**src/rtl/score_bcd_sched_pkg.sv**
```systemverilog
// Shared types and constants for the score-to-BCD conversion scheduler.
// Defaults size the datapath for an 8-digit decimal score display.
package score_bcd_sched_pkg;
  localparam int DEF_BIN_W  = 27;
  localparam int DEF_DIGITS = 8;

  typedef enum logic [1:0] {
    S_IDLE  = 2'd0,
    S_SHIFT = 2'd1,
    S_DONE  = 2'd2
  } state_t;

  function automatic logic [63:0] max_val(input int digits);
    logic [63:0] p;
    p = 64'd1;
    for (int i = 0; i < digits; i++) p = p * 64'd10;
    return p - 64'd1;
  endfunction

  localparam logic [63:0] MAX_VAL = max_val(DEF_DIGITS);
  localparam logic [4*DEF_DIGITS-1:0] BCD_NINE_ALL = {DEF_DIGITS{4'h9}};
endpackage

```
**src/rtl/bcd_dabble_step.sv**
```systemverilog
// One double-dabble iteration: add 3 to every BCD digit >= 5, then shift {bcd,bin} left by one.
// Purely combinational; digit adds wrap at 4 bits and the shifted-out BCD MSB is dropped.
module bcd_dabble_step
  import score_bcd_sched_pkg::*;
#(
  parameter int BIN_W  = DEF_BIN_W,
  parameter int DIGITS = DEF_DIGITS
) (
  input  logic [4*DIGITS-1:0] bcd_in,
  input  logic [BIN_W-1:0]    bin_in,
  output logic [4*DIGITS-1:0] bcd_out,
  output logic [BIN_W-1:0]    bin_out
);
  logic [4*DIGITS-1:0] adj;

  always_comb begin
    adj = bcd_in;
    for (int d = 0; d < DIGITS; d++) begin
      if (bcd_in[4*d +: 4] >= 4'd5) adj[4*d +: 4] = bcd_in[4*d +: 4] + 4'd3;
    end
    bcd_out = {adj[4*DIGITS-2:0], bin_in[BIN_W-1]};
    bin_out = {bin_in[BIN_W-2:0], 1'b0};
  end
endmodule

```
**src/rtl/score_bcd_sched.sv**
```systemverilog
// Round-robin shares one sequential double-dabble converter between live (0) and best (1) scores.
// Result registers load on the last shift edge so bcd_out is already new while out_valid is high.
module score_bcd_sched
  import score_bcd_sched_pkg::*;
#(
  parameter int BIN_W  = DEF_BIN_W,
  parameter int DIGITS = DEF_DIGITS
) (
  input  logic                clk,
  input  logic                rst,
  input  logic [1:0]          req,
  input  logic [BIN_W-1:0]    bin0,
  input  logic [BIN_W-1:0]    bin1,
  output logic [1:0]          grant,
  output logic                busy,
  output logic [4*DIGITS-1:0] bcd_out,
  output logic                out_tag,
  output logic                out_valid,
  output logic                ovf
);
  localparam int CNT_W = $clog2(BIN_W + 1);
  localparam logic [63:0] MAX_V = max_val(DIGITS);
  localparam logic [4*DIGITS-1:0] NINES = {DIGITS{4'h9}};

  state_t              state, state_nxt;
  logic                rr_ptr, win, tag_q, ovf_q;
  logic [CNT_W-1:0]    cnt;
  logic [BIN_W-1:0]    bin_sh, bin_sel, step_bin;
  logic [4*DIGITS-1:0] bcd_sh, step_bcd;

  bcd_dabble_step #(.BIN_W(BIN_W), .DIGITS(DIGITS)) u_step (
    .bcd_in  (bcd_sh),
    .bin_in  (bin_sh),
    .bcd_out (step_bcd),
    .bin_out (step_bin)
  );

  always_comb begin
    state_nxt = state;
    grant     = 2'b00;
    win       = req[rr_ptr] ? rr_ptr : ~rr_ptr;
    bin_sel   = win ? bin1 : bin0;
    busy      = (state != S_IDLE);
    out_valid = (state == S_DONE);
    case (state)
      S_IDLE: begin
        if (|req) begin
          grant[win] = 1'b1;
          state_nxt  = S_SHIFT;
        end
      end
      S_SHIFT: if (cnt == CNT_W'(1)) state_nxt = S_DONE;
      S_DONE:  state_nxt = S_IDLE;
      default: state_nxt = S_IDLE;
    endcase
  end

  always_ff @(posedge clk or posedge rst) begin
    if (rst) begin
      state   <= S_IDLE;
      rr_ptr  <= 1'b0;
      cnt     <= '0;
      bin_sh  <= '0;
      bcd_sh  <= '0;
      tag_q   <= 1'b0;
      ovf_q   <= 1'b0;
      bcd_out <= '0;
      out_tag <= 1'b0;
      ovf     <= 1'b0;
    end else begin
      state <= state_nxt;
      case (state)
        S_IDLE: begin
          if (|req) begin
            bin_sh <= bin_sel;
            bcd_sh <= '0;
            cnt    <= CNT_W'(BIN_W);
            tag_q  <= win;
            ovf_q  <= ({{(64-BIN_W){1'b0}}, bin_sel} > MAX_V);
          end
        end
        S_SHIFT: begin
          bcd_sh <= step_bcd;
          bin_sh <= step_bin;
          cnt    <= cnt - CNT_W'(1);
          // Final shift lands directly in the output registers so they are valid during DONE.
          if (cnt == CNT_W'(1)) begin
            bcd_out <= ovf_q ? NINES : step_bcd;
            out_tag <= tag_q;
            ovf     <= ovf_q;
          end
        end
        S_DONE:  rr_ptr <= ~tag_q;
        default: ;
      endcase
    end
  end
endmodule

```
**config.mk**
```make
export PLATFORM = sky130hd
export DESIGN_NAME = score_bcd_sched
export DESIGN_NICKNAME = d
export VERILOG_FILES = /design/src/rtl/score_bcd_sched_pkg.sv /design/src/rtl/bcd_dabble_step.sv /design/src/rtl/score_bcd_sched.sv
export SDC_FILE = /design/constraint.sdc
export NUM_CORES = 1
export LEC_CHECK = 0
export BUFFER_PORTS_ARGS = -buffer_cell sky130_fd_sc_hd__clkbuf_2
export CAP_MARGIN = 20
export CELL_PAD_IN_SITES_DETAIL_PLACEMENT = 1
export CELL_PAD_IN_SITES_GLOBAL_PLACEMENT = 1
export CORE_AREA = 2 2 111 113
export DETAILED_ROUTE_END_ITERATION = 10
export DIE_AREA = 0 0 113 115
export PLACE_DENSITY = 0.85
export REMOVE_ABC_BUFFERS = 1
export SLEW_MARGIN = 25
export SYNTH_ARGS = -nofsm -noshare
export SYNTH_HDL_FRONTEND = slang
export SYNTH_SLANG_ARGS = --single-unit
```
**constraint.sdc**
```tcl
create_clock -name clk -period 8.25 [get_ports clk]
set_input_delay 0.4125 -clock clk [delete_from_list [all_inputs] [get_ports clk]]
set_output_delay 0.4125 -clock clk [all_outputs]
set_load 0.02 [all_outputs]
```
==> flow_summary_export.csv <==
group,metric,value,unit
floorplan,start_util,43.9,%
drt,wl_per_cell,18.5,um
placed_design,io_buffers,95,
drt,wirelength,13900,um
critical_path,r2r_slack,5.66,ns
critical_path,cp.required,7.84,ns
floorplan,io_pins,96,
synthesis,syn_area,5180,um2
power_and_ir_drop,p_leak,2.89,nW
timing,finalSetupTns,0,ns
synthesis,syn_inst,516,
synthesis,synth_edf_count,0,
clocking,ctsHoldBuffers,0,
cells_and_area,regArea,2580,um2
cells_and_area,nFillCells,1363,
clocking,cts.repair.resized,0,
cells_and_area,drive_gt1_share,19.8,%
grt,grt_pass1_vias,4638,
floorplan,design.core.area,11800,um2
critical_path,critPathKind,"flip-flop to primary output",
drt,drt_iter0_drc,218,
placed_design,placed_area,5790,um2
drt,drc,4,
floorplan,dieHeight,115,um
run_status,violations,"design-rule violations",
critical_path,cp-start-kind,"flip-flop",
synthesis,async_flop_share,100,%
cells_and_area,multi_input_area,2400,um2
min_path,min_path_type,"input port to asynchronous set/reset pin",
grt,track_usage,22.2,%
placed_design,gp_congestion,0.862,
clocking,cts_buffers,9,
cells_and_area,nets,675,
timing,grt_setup_unrepaired,"no",
clocking,cts_tree,"yes",
synthesis,yosys_warnings,0,
critical_path,cp.arrival,2.33,ns
drt,final_antenna_net_count,0,
power_and_ir_drop,vdd_drop_max,149,uV
grt,antenna_found_initial,0,
grt,grt_overflow,0,
clocking,h-tree-depth,3,
timing,fin_skew,0.00671,ns
placed_design,hpwl,9770,um
clocking,clockRootBuffer,"clkbuf_16",
floorplan,rows,40,
timing,fmax,0.364,GHz
cells_and_area,area_delta_synth_final,16.9,%
grt,grt_max_degree,76,
critical_path,critPathMaxFanout,29,
synthesis,ys_seq_area_share,49.7,%
critical_path,r2r-start,"state[1]",
synthesis,syn_area_per_cell,10.0,um2
power_and_ir_drop,pwr_density_cell,399,nW/um2
grt,grt_pass1_wl,22900,um
timing,tightest_slew,0.875,ns
floorplan,die_w,113,um
synthesis,ys_ff_latch,103,
cells_and_area,final_area,6060,um2
drt,drtPass1Iterations,9,
critical_path,reg2reg_to,"bcd_out[0]",
critical_path,end_kind,"primary output",
timing,timing.final.hold_violations,0,
flow_run,maxCapViolCount,0,
timing,maxSlewViolCount,0,
drt,vias_per_cell,5.77,
clocking,clock-sinks,103,
synthesis,synthFlopType,"dfrtp_1",
power_and_ir_drop,power.total,2.42,mW
timing,whs,0.0295,ns
clocking,cts.clk_slew.worst_paths,0.06,ns
timing,relSlewSlack,41.7,%
clocking,cts_post_setup_buffers_inserted,0,
drt,vias,4321,
timing,setup_viol,0,
timing,period_minus_slack,2.75,ns
clocking,clock_path_buffers,2,
run_status,outcome,"finished, violations left",
floorplan,die-area,13000,um2
synthesis,yosysUniqueCellTypes,36,
clocking,clk-insertion-delay-late,0.35,ns
critical_path,ff2ff_path_depth,6,
timing,finalCritPeriodShare,33.3,%
cells_and_area,diodes,0,
-- Yosys cell counts (7+ instances only) --
master	count	share of area [%]
ha_1	18	4.3
dfrtp_1	103	50
o21ai_0	48	4.6
inv_1	20	1.4
nand3_1	19	1.8
a21oi_1	29	2.8
a32o_1	8	1.5
a22o_1	15	2.5
buf_2	11	1.1
a22oi_1	26	3.8
o31ai_1	18	2.6
nor3_1	8	0.77
nor3b_1	14	2.0
nor2_1	34	2.5
mux2i_1	35	6.8
nand2_1	40	2.9
clkbuf_1	19	1.4
nand2b_1	9	1.1
a2111oi_0	7	1.2
xnor2_1	8	1.4
-- through the flow --
stage                     util, %  cells  setup WS, ns
after floorplan                 -    484          3.32
after global routing         51.3    749          5.35
after detailed placement     49.0    735          5.67
final                        51.3    749          5.50
after global placement       49.0    735          5.81
after CTS                    51.2    749          5.47
-- sequential cells by signal, summed over array words and instances, names as in the netlist --
name and flops:
rr_ptr 1, state 2, ovf_q 1, out_tag 1, bcd_sh 32, bcd_out 32
cnt 5, bin_sh 27, tag_q 1, ovf 1
-- power by group --
| part | switching (mW) | total (mW) | internal (mW) |
|---|---|---|---|
| registers | 0.199 | 0.934 | 0.735 |
| logic | 0.653 | 1.09 | 0.436 |
| clock network | 0.178 | 0.395 | 0.218 |
-- worst max-delay path by stage --
stage,start,cells after the start,end,slack (ns)
after floorplan,state[1],4,bcd_out[26],3.32
after global placement,req[1],6,grant[1],5.81
after detailed placement,state[1],7,bcd_out[16],5.67
after CTS,state[1],5,grant[1],5.47
after global routing,state[1],5,grant[1],5.35
final,state[1],5,grant[1],5.50
-- per-layer routing --
layer / global-route usage [%] / share of wire, % / vias up
met5: 0 / 0 / -
met4: 7.80 / 1.9 / 0
met3: 3.95 / 4.1 / 25
met2: 40.2 / 51 / 104
met1: 26.6 / 42 / 2142
li1: - / - / 2050
-- layout by cell type, fill, tap and decap left out, drive strengths merged, types with 9 or more instances in the layout --
master,netlist,routed
clkbuf,19,108
dfrtp,103,103
o21ai,48,48
nand2,40,40
mux2i,35,35
nor2,34,34
a21oi,29,29
a22oi,26,26
inv,20,20
nand3,19,19
o31ai,18,18
ha,18,18
a22o,15,15
nor3b,14,14
nand2b,9,9
buf,13,9
-- final cells by class --
type                            count  area share, %
Sequential cell                   103           42.6
Multi-Input combinational cell    361           39.7
Timing Repair Buffer              104           9.03
Clock buffer                       13           4.30
Tap cell                          147           3.04
Inverter                           20           1.28
Clock inverter                      1         0.0826
-- critical path: stages (launching register included) --
cell	delay, ns
dfrtp_1	0.43
or2_1	0.26
or2_1	0.56
buf_4	0.37
nor2_1	0.16
clkbuf_2	0.20
-- cells by family after synthesis --
kind of cell               count (synthesis)  share of synthesized area, %
xor gates and xnor gates                   8                          1.35
muxes                                     35                          6.76
AOI/OAI and AO/OA                        160                          20.5
buffers and inverters                     52                          4.03
adders and majority gates                 18                          4.35
and+or+nand+nor                          140                          13.3
DFF                                      103                          49.7
No activity file was read; power rests on OpenSTA's default activity.
